$ cat src/rtl/frame_pad_insert.sv
// Embeds an IN_ROWS x IN_COLS window stream into an OUT_ROWS x OUT_COLS frame.
// Pixels outside the window are filled with PAD_VALUE. The output stage is a single register slice.
module frame_pad_insert #(
  parameter int PIXEL_BIT_WIDTH = 12,
  parameter int IN_ROWS  = 20,
  parameter int IN_COLS  = 20,
  parameter int OUT_ROWS = 40,
  parameter int OUT_COLS = 40,
  parameter int Y_1      = 10,
  parameter int X_1      = 10,
  parameter logic [PIXEL_BIT_WIDTH-1:0] PAD_VALUE = '0
) (
  input  logic                       clk,
  input  logic                       reset,
  input  logic [PIXEL_BIT_WIDTH-1:0] i_pixel_in,
  input  logic                       i_in_valid,
  output logic                       o_in_ready,
  output logic [PIXEL_BIT_WIDTH-1:0] o_pixel_out,
  output logic                       o_out_valid,
  input  logic                       i_out_ready,
  output logic                       o_out_sof,
  output logic                       o_out_eol
);

  localparam int XW = $clog2(OUT_COLS + 1);
  localparam int YW = $clog2(OUT_ROWS + 1);
  localparam logic [XW-1:0] X_LO   = XW'(X_1);
  localparam logic [XW-1:0] X_HI   = XW'(X_1 + IN_COLS);
  localparam logic [XW-1:0] X_LAST = XW'(OUT_COLS - 1);
  localparam logic [YW-1:0] Y_LO   = YW'(Y_1);
  localparam logic [YW-1:0] Y_HI   = YW'(Y_1 + IN_ROWS);
  localparam logic [YW-1:0] Y_LAST = YW'(OUT_ROWS - 1);

  typedef enum logic {IDLE, ACTIVE} state_t;

  state_t                       r_state;
  logic [XW-1:0]                r_x;
  logic [YW-1:0]                r_y;
  logic [PIXEL_BIT_WIDTH-1:0]   r_pixel;
  logic                         r_valid;
  logic                         r_sof;
  logic                         r_eol;

  logic w_in_win;
  logic w_load_en;
  logic w_load;
  logic w_last_x;
  logic w_last_y;

  assign w_in_win  = (r_y >= Y_LO) && (r_y < Y_HI) && (r_x >= X_LO) && (r_x < X_HI);
  assign w_load_en = !r_valid || i_out_ready;
  assign w_last_x  = (r_x == X_LAST);
  assign w_last_y  = (r_y == Y_LAST);
  // A window beat waits for input; a pad beat never does.
  assign w_load    = (r_state == ACTIVE) && w_load_en && (!w_in_win || i_in_valid);

  assign o_in_ready  = !reset && (r_state == ACTIVE) && w_in_win && w_load_en;
  assign o_pixel_out = r_pixel;
  assign o_out_valid = r_valid;
  assign o_out_sof   = r_sof;
  assign o_out_eol   = r_eol;

  always_ff @(posedge clk) begin
    if (reset) begin
      r_state <= IDLE;
      r_x     <= '0;
      r_y     <= '0;
      r_pixel <= '0;
      r_valid <= 1'b0;
      r_sof   <= 1'b0;
      r_eol   <= 1'b0;
    end else begin
      case (r_state)
        IDLE: begin
          if (w_load_en) r_valid <= 1'b0;
          if (i_in_valid) r_state <= ACTIVE;
        end
        ACTIVE: begin
          if (w_load) begin
            r_pixel <= w_in_win ? i_pixel_in : PAD_VALUE;
            r_valid <= 1'b1;
            r_sof   <= (r_x == '0) && (r_y == '0);
            r_eol   <= w_last_x;
            if (w_last_x) begin
              r_x <= '0;
              if (w_last_y) begin
                r_y     <= '0;
                r_state <= IDLE;
              end else begin
                r_y <= r_y + 1'b1;
              end
            end else begin
              r_x <= r_x + 1'b1;
            end
          end else if (w_load_en) begin
            r_valid <= 1'b0;
          end
        end
        default: r_state <= IDLE;
      endcase
    end
  end

endmodule
$ cat config.mk
export PLATFORM = sky130hd
export DESIGN_NAME = frame_pad_insert
export DESIGN_NICKNAME = d
export VERILOG_FILES = /design/src/rtl/frame_pad_insert.sv
export SDC_FILE = /design/constraint.sdc
export NUM_CORES = 1
export LEC_CHECK = 0
export BUFFER_PORTS_ARGS = -buffer_cell sky130_fd_sc_hd__buf_2
export CORE_UTILIZATION = 45
export DETAILED_ROUTE_END_ITERATION = 7
export PLACE_DENSITY = 0.7
export SETUP_SLACK_MARGIN = 0.5
export SLEW_MARGIN = 40
export SYNTH_ARGS = -nofsm -noshare
export SYNTH_HDL_FRONTEND = slang
export SYNTH_SLANG_ARGS = --single-unit
$ cat constraint.sdc
create_clock -name clk -period 1.8 [get_ports clk]
set_input_delay 0.18 -clock clk [delete_from_list [all_inputs] [get_ports clk]]
set_output_delay 0.18 -clock clk [all_outputs]
set_load 0.05 [all_outputs]
Word-level counts from Yosys, hierarchy flattened
Cells that the tools add are included.
{ "word_totals": {"reg_bits": 28, "input_bits": 16, "out_inout_bits": 16, "elab_cells": 45} }
{ "classes": {"addsub": 2, "magnitude_cmp": 4, "eq_ne": 2, "mux": 11, "bitwise": 1, "reduce_logical": 18} }
{ "op_table": {"columns": ["cell", "count"], "rows": [
  ["$add A6 B1 Y6 const B", 2],
  ["$eq A6 B6 Y1 const B", 2],
  ["$ge A6 B4 Y1 const B", 2],
  ["$logic_not A6 Y1", 2],
  ["$lt A6 B5 Y1 const B", 2],
  ["$mux W12", 1],
  ["$mux W6", 2],
  ["$logic_and A1 B1 Y1", 9],
  ["$mux W1", 6],
  ["$pmux W1 S2", 2],
  ["$logic_not A1 Y1", 3],
  ["$reduce_and A3 Y1", 1],
  ["$logic_or A1 B1 Y1", 2],
  ["$reduce_and A2 Y1", 1],
  ["$not A1 Y1", 1]
]} }

Logic depth before layout (Yosys ltp)
Gate-level depths: netlist of run 1.
{ "logic_depth": {"depth_word": 9, "mapped_depth": 9, "ltp_nobuf": 6} }

Least setup slack after synthesis of run 1
No wires, ideal clock.
{ "synth_path": {"path_kind": "reg-to-output", "start": "register r_y[1]", "end": "output o_in_ready", "t_arrival_ps": 2445, "setup_slack_ps": -825, "stages_incl_launch_ff": 8, "path_cell_list": "dfxtp_1 ha_1 nor4_1 nor4bb_1 buf_2 buf_1 nand2_1 nor3_1"} }
{ "synth_via": {"elab_chain_cells": 6, "elab_cells_between_ends": 7, "classes_between": "2 x order compare; 5 x reduce/logical"} }
{ "synth_rtl": {"columns": ["item", "line", "rtl"], "rows": [
  ["start, declared", "38", "logic [YW-1:0] r_y;"],
  ["start signal, assigned", "90", "r_y <= r_y + 1'b1;"],
  ["$ge A6 B4 Y1 / $lt A6 B5 Y1 (equally long branches)", "50", "assign w_in_win = (r_y >= Y_LO) && (r_y < Y_HI) && (r_x >= X_LO) && (r_x < X_HI);"],
  ["$logic_and A1 B1 Y1 * (3 in a row)", "50", null],
  ["$logic_and A1 B1 Y1 * (2 in a row)", "57", "assign o_in_ready = !reset && (r_state == ACTIVE) && w_in_win && w_load_en;"],
  ["end, declared", "17", "output logic o_in_ready,"]
]} }
Mark *: on every way between the ends. The rest lies on a longest branch, timed or not.

Worst setup path in the final report of run 1
Ends and elaborated chain as after synthesis.

==> impl_metrics.toml, run 1 <==
[outcome]
status = "finished with violations"
violations = "setup timing"

[yosys]
syn_area_per_cell_um2 = 9.00
yosysSeqAreaShare = 0.360
syn_nets = 195
synthDistinctLibCells = 36
synthCells = 173
ys_ff_latch = 28
synth_warnings = 0
netlist_area_um2 = 1560

[floorplanning]
die_x_um = 60.8
fp.dieH_um = 60.8
start_util = 0.490
ioPinCount = 32
core-area_um2 = 3180
row_count = 20
die-area_um2 = 3700

[flow_run]
cap_violations = 0

[layout]
layout-drive-gt1-share = 0.464
stdcell_area_um2 = 2340
diodes = 0
syn2layout_area_growth_pct = 50.2
fillers = 216
nNetsFinal = 262
layout_common_cells = "buf_2 (30), buf_4 (29), dfxtp_1 (22)"
fin_util = 0.736
final_common_cell = "buf_2"

[clock_network]
cts_htree_levels = 1
cts_buffers = 3
cts_max_path_buffers = 2
cts_root_buffer = "clkbuf_4"
clock_latency_ns = 0.37
cts_tree = "yes"
clk_pin_slew_ns = 0.17
numClockSinks = 28

[placed_design]
placed_area_um2 = 1920
place_ws_ns = -0.101
dp_hpwl_mm = 2.74
numPortBuffers = 31
gp_congestion = 0.851

[sta]
hold_viol_final = 0
worst_slew_pin_slew_ns = 0.563
finalClockSkew_ns = 0.0162
period_needed_ns = 2.10
period_share = 1.17
setup_viol_count_final = 25
maxSlewHeadroom = 0.625
fmax_ghz = 0.476
fin_ws_ns = -0.301
report.final.slew_viol_count = 0
rsz0062_at_grt = "yes"
finalSetupTns_ns = -4.19

[global_route]
grt-ovfl-total = 0
grt_max_degree = 29
grt_pass1_vias = 1519
antenna_found_initial = 0
grt_pass1_wl_mm = 7.24
track_usage = 0.267

[route]
routed_wl_mm = 4.83
num_vias = 1615
wire_per_inst_um = 17.1
drc_errors = 0
dr.first_iter.drc_count = 118
vias_per_cell = 5.71
drt_pre_antenna_iters = 4
ant_nets = 0

[critical_path]
crit_chain = "ha_4 -> nor4_2 -> buf_4 -> nor4bb_4 -> nand2_1 -> nor3_4 -> buf_6"
critPathKind = "register to output pin"
start_kind = "register"
cp_top_family = "simple AND/OR/NAND/NOR gates"
path_max_fanout = 4
cp_num_buf_inv = 2
cp.required_ns = 1.62
arrival_ns = 1.92
cp_slowest_cell = "dfxtp_4"
endpoint_kind = "output pin"
max_stage_delay_ns = 0.43

[pwr]
total_power_mw = 1.25
power_density_nw_per_um2 = 535
vdd_ir_drop_max_mv = 0.413
clkPwrFrac = 0.355
p_comb_frac = 0.133
swShare = 0.253
seq_power_share = 0.511
p_sw_mw = 0.316
power.internal_mw = 0.934
p_leak_nw = 1.07

[worst_hold_path]
min_path_type = "input port to register"
## power by group through the flow
stage | Combinational, mW | Sequential (mW) | Clock [mW]
floorplan | 0.0814 | 0.666 | 0
global placement | 0.130 | 0.653 | 0
detailed placement | 0.133 | 0.654 | 0
CTS | 0.151 | 0.638 | 0.436
global route | 0.176 | 0.641 | 0.471
finish | 0.167 | 0.639 | 0.444
## flip-flops by register name, summed over array words and instances (netlist names)
name	flops
o_pixel_out	12
r_x	6
r_y	6
o_out_eol	1
o_out_sof	1
o_out_valid	1
r_state	1
## what timing repair did
action                                  4_1_cts  5_1_grt
hold buffers                                  0        0
endpoints found under the setup margin       29       29
buffers inserted                             18        6
gates resized for setup                      31       11
pin swaps                                    17        8
## metrics by stage
stage	hold WS (ns)	instances
2_1_floorplan	0.333	173
3_3_place_gp	0.445	255
3_5_place_dp	0.456	255
4_1_cts	0.0839	277
5_1_grt	0.0634	283
6_report	0.0644	283
## cell type report
cell class,count,area [um^2],area share
inverters,10,37.5,0.0161
flip-flops and latches,28,573,0.245
multi-input cells,121,1050,0.450
clock inverters,1,30.0,0.0128
well taps,44,55.1,0.0235
repair buffers,76,568,0.243
clock buffers,3,22.5,0.00963
## final timing paths
kind | from | end | slack [ns] | depth (start not counted)
worst max-delay path | r_y[1] | o_in_ready | -0.30 | 7
worst min-delay path | i_in_valid | r_state | 0.06 | 3
worst max register to register | r_y[0] | o_out_sof | -0.29 | 16
worst min register to register | o_pixel_out[8] | o_pixel_out[8] | 0.49 | 2
## Yosys cell counts
cell type  number  area, um^2
a21oi_1         7        35.0
a311oi_1        2        17.5
a31o_1          1        8.76
a31oi_1         3        18.8
and3_1          1        6.26
and4_1          1        8.76
and4bb_2        1        12.5
buf_1           1        3.75
buf_2           2        10.0
buf_6           3        33.8
clkbuf_1        8        30.0
dfxtp_1        28         561
ha_1            6        75.1
inv_1          10        37.5
mux2_2          2        22.5
mux2i_1        16         160
nand2_1         6        22.5
nand2b_1       17         106
nand3_1         6        30.0
nand3b_1        1        7.51
nand4_1         5        31.3
nand4b_1       12         105
nor2_1          8        30.0
nor2b_1         3        18.8
nor3_1          1        5.00
nor4_1          2        12.5
nor4b_1         1        8.76
nor4bb_1        1        10.0
o21ai_0         3        15.0
o21ba_2         1        10.0
o22ai_1         2        12.5
o31a_1          2        17.5
o32ai_1         3        26.3
or2_2           1        6.26
or3_1           4        25.0
or4_1           2        15.0
## tightest hold or removal path, delay by kind of cell
family | cells | cell delay (ns)
AO/OA/AOI/OAI | 1 | 0.07
buffers and inverters | 1 | 0.09
AND/OR/NAND/NOR | 1 | 0.08
## cell families after synthesis
family	count (synthesis)	share of synthesized area
compound gates	24	0.104
fa+ha+maj	6	0.0482
buf+inv	24	0.0740
flops	28	0.360
mux	18	0.117
simple gates	73	0.297
## per-layer routing
metal | track usage | share of wire | up-vias
met2 | 0.473 | 0.50 | 63
met1 | 0.325 | 0.42 | 782
met5 | 0 | 0 | -
met4 | 0.117 | 0.029 | 0
met3 | 0.0341 | 0.049 | 12
li1 | - | - | 758
Note: power is estimated with default switching activity, not from simulation.
==> run 2: changes to the inputs <==
--- a/config.mk
+++ b/config.mk
@@ -9,5 +9,5 @@
 export CORE_UTILIZATION = 45
 export DETAILED_ROUTE_END_ITERATION = 7
-export PLACE_DENSITY = 0.7
+export PLACE_DENSITY = 0.68
 export SETUP_SLACK_MARGIN = 0.5
 export SLEW_MARGIN = 40
==> constraint.sdc (replaced) <==
create_clock -name clk -period 2.1 [get_ports clk]
set_input_delay 0.21 -clock clk [delete_from_list [all_inputs] [get_ports clk]]
set_output_delay 0.21 -clock clk [all_outputs]
set_load 0.1 [all_outputs]
==> run 2 against run 1 <==
The run now ends clean. Wire length is 14% lower. Cell count is 4.6% lower. Sequential power is 14% lower. Sequential cell count stayed put.
==> impl_metrics.toml, run 2 (synthesized netlist as in run 1, its figures left out) <==
[critical_path]
crit_chain = "inv_2 -> ha_4 -> o31a_1 -> o31a_1 -> nand2_4 -> nor3_4 -> buf_12"
max_stage_delay_ns = 0.37
endpoint_kind = "output pin"
cp_num_buf_inv = 2
start_kind = "register"
startpoint = "r_x[0]"
arrival_ns = 1.82
cp_top_family = "compound AO/OA/AOI/OAI gates"
path_max_fanout = 2
crit_top_cell = "o31a_1"
timing.rr.start = "r_x[0]"
critPathKind = "register to output pin"
cp_slowest_cell = "dfxtp_2"
cp.required_ns = 1.89

[route]
ant_nets = 0
wl_met1_mm = 1.78
top_layer = "met4"
wl_met3_um = 153
routed_wl_mm = 4.18
drt_pre_antenna_iters = 4
vias_per_cell = 5.67
dr.first_iter.drc_count = 91
wire_per_inst_um = 15.5
drc_errors = 0
wl_met2_mm = 2.18
num_vias = 1530

[clock_network]
cts_max_path_buffers = 2
numClockSinks = 28
clk_pin_slew_ns = 0.15
clock_latency_ns = 0.33
cts_root_buffer = "clkbuf_4"
cts_tree = "yes"
cts_htree_levels = 1
cts_buffers = 3

[layout]
stdcell_area_um2 = 2290
nNetsFinal = 249
largest_reg_flops = 12
syn2layout_area_growth_pct = 47.3
final_cells = 270
layout_common_cells = "buf_2 (30), dfxtp_1 (20), nand2b_1 (17)"
final_common_cell = "buf_2"
diodes = 0
layout-drive-gt1-share = 0.456

[sta]
maxSlewHeadroom = 0.494
setup_viol_count_final = 0
fmax_ghz = 0.494
worst_slew_pin_slew_ns = 0.760
whs_ns = 0.147
report.final.slew_viol_count = 0
hold_viol_final = 0
period_share = 0.965
finalClockSkew_ns = 0.00918
rsz0062_at_grt = "yes"
period_needed_ns = 2.03

[pwr]
total_power_mw = 0.989
power_density_nw_per_um2 = 431
vdd_ir_drop_max_mv = 0.232
p_leak_nw = 1.02

[global_route]
antenna_found_initial = 0
grt_pass1_wl_mm = 6.46
track_usage = 0.230
grt_max_degree = 51
grt-ovfl-total = 0
grt_pass1_vias = 1448

[placed_design]
dp.cells = 241
dp_hpwl_mm = 2.48
numPortBuffers = 31
gp_congestion = 0.820
placed_area_um2 = 1830

[floorplanning]
fp.dieH_um = 60.8
die_x_um = 60.8
die-area_um2 = 3700
core-area_um2 = 3180
row_count = 20
start_util = 0.490
ioPinCount = 32

[worst_hold_path]
hp-start = "i_pixel_in[5]"
min_path_type = "input port to register"

[outcome]
status = "finished clean"

[flow_run]
cap_violations = 0
-- run 2: cell count changes in the layout (fill, tap and decap cells not counted), moves of 2 or more --
cell     previous run  this run
buf_4              29        15
buf_6              16        13
a31oi_4             1         3
buf_12              1         3
buf_16              0         2
dfxtp_1            22        20
dfxtp_2             4         6
nand2_1             6         4
o21ai_0             1         3
o21ai_1             2         0
-- run 2: layer usage --
layer	vias up	track usage
met4	0	0.0649
met1	746	0.283
met2	37	0.413
met5	-	0
li1	739	-
met3	8	0.0362
-- run 2: report_power, final --
group	internal (mW)	switching [mW]
Clock	0.106	0.163
Sequential	0.539	0.00802
Combinational	0.0800	0.0935
-- run 2: path summary, 6_finish.rpt --
path | cells after the start | slack, ns | to
worst max-delay path | 7 | 0.07 | o_in_ready
worst min-delay path | 3 | 0.15 | o_pixel_out[5]
worst max register to register | 7 | 0.10 | r_x[4]
worst min register to register | 2 | 0.49 | o_pixel_out[1]
-- run 2: worst register-to-register path, stage by stage (launching register included) --
cell      delay, ns
dfxtp_2        0.37
inv_2          0.05
ha_4           0.15
o31a_1         0.24
o31a_1         0.34
buf_6          0.16
a311oi_2       0.27
mux2_4         0.33
-- run 2: final cells by class --
class / count / area, um^2
Clock buffer: 4 / 36.3
Timing Repair Buffer: 63 / 524
Sequential cell: 28 / 576
Tap cell: 44 / 55.1
Fill cell: 239 / 885
Multi-Input combinational cell: 121 / 1060
Inverter: 10 / 37.5
-- run 2: repair_timing --
action | 4_1_cts | 5_1_grt
setup buffers | 16 | 7
gates cloned | 2 | 0
hold buffers | 0 | 0
setup endpoints to repair | 29 | 29
pin swaps | 14 | 6
gates resized for setup | 29 | 15
-- run 2: metrics by stage --
step                setup slack (ns)  TNS, ns   util
global route               0.0000788        0  0.722
global placement               0.102        0  0.577
CTS                           0.0421        0  0.691
finish                        0.0737        0  0.722
floorplan                    -0.0702  -0.0702      -
detailed placement            0.0287        0  0.577
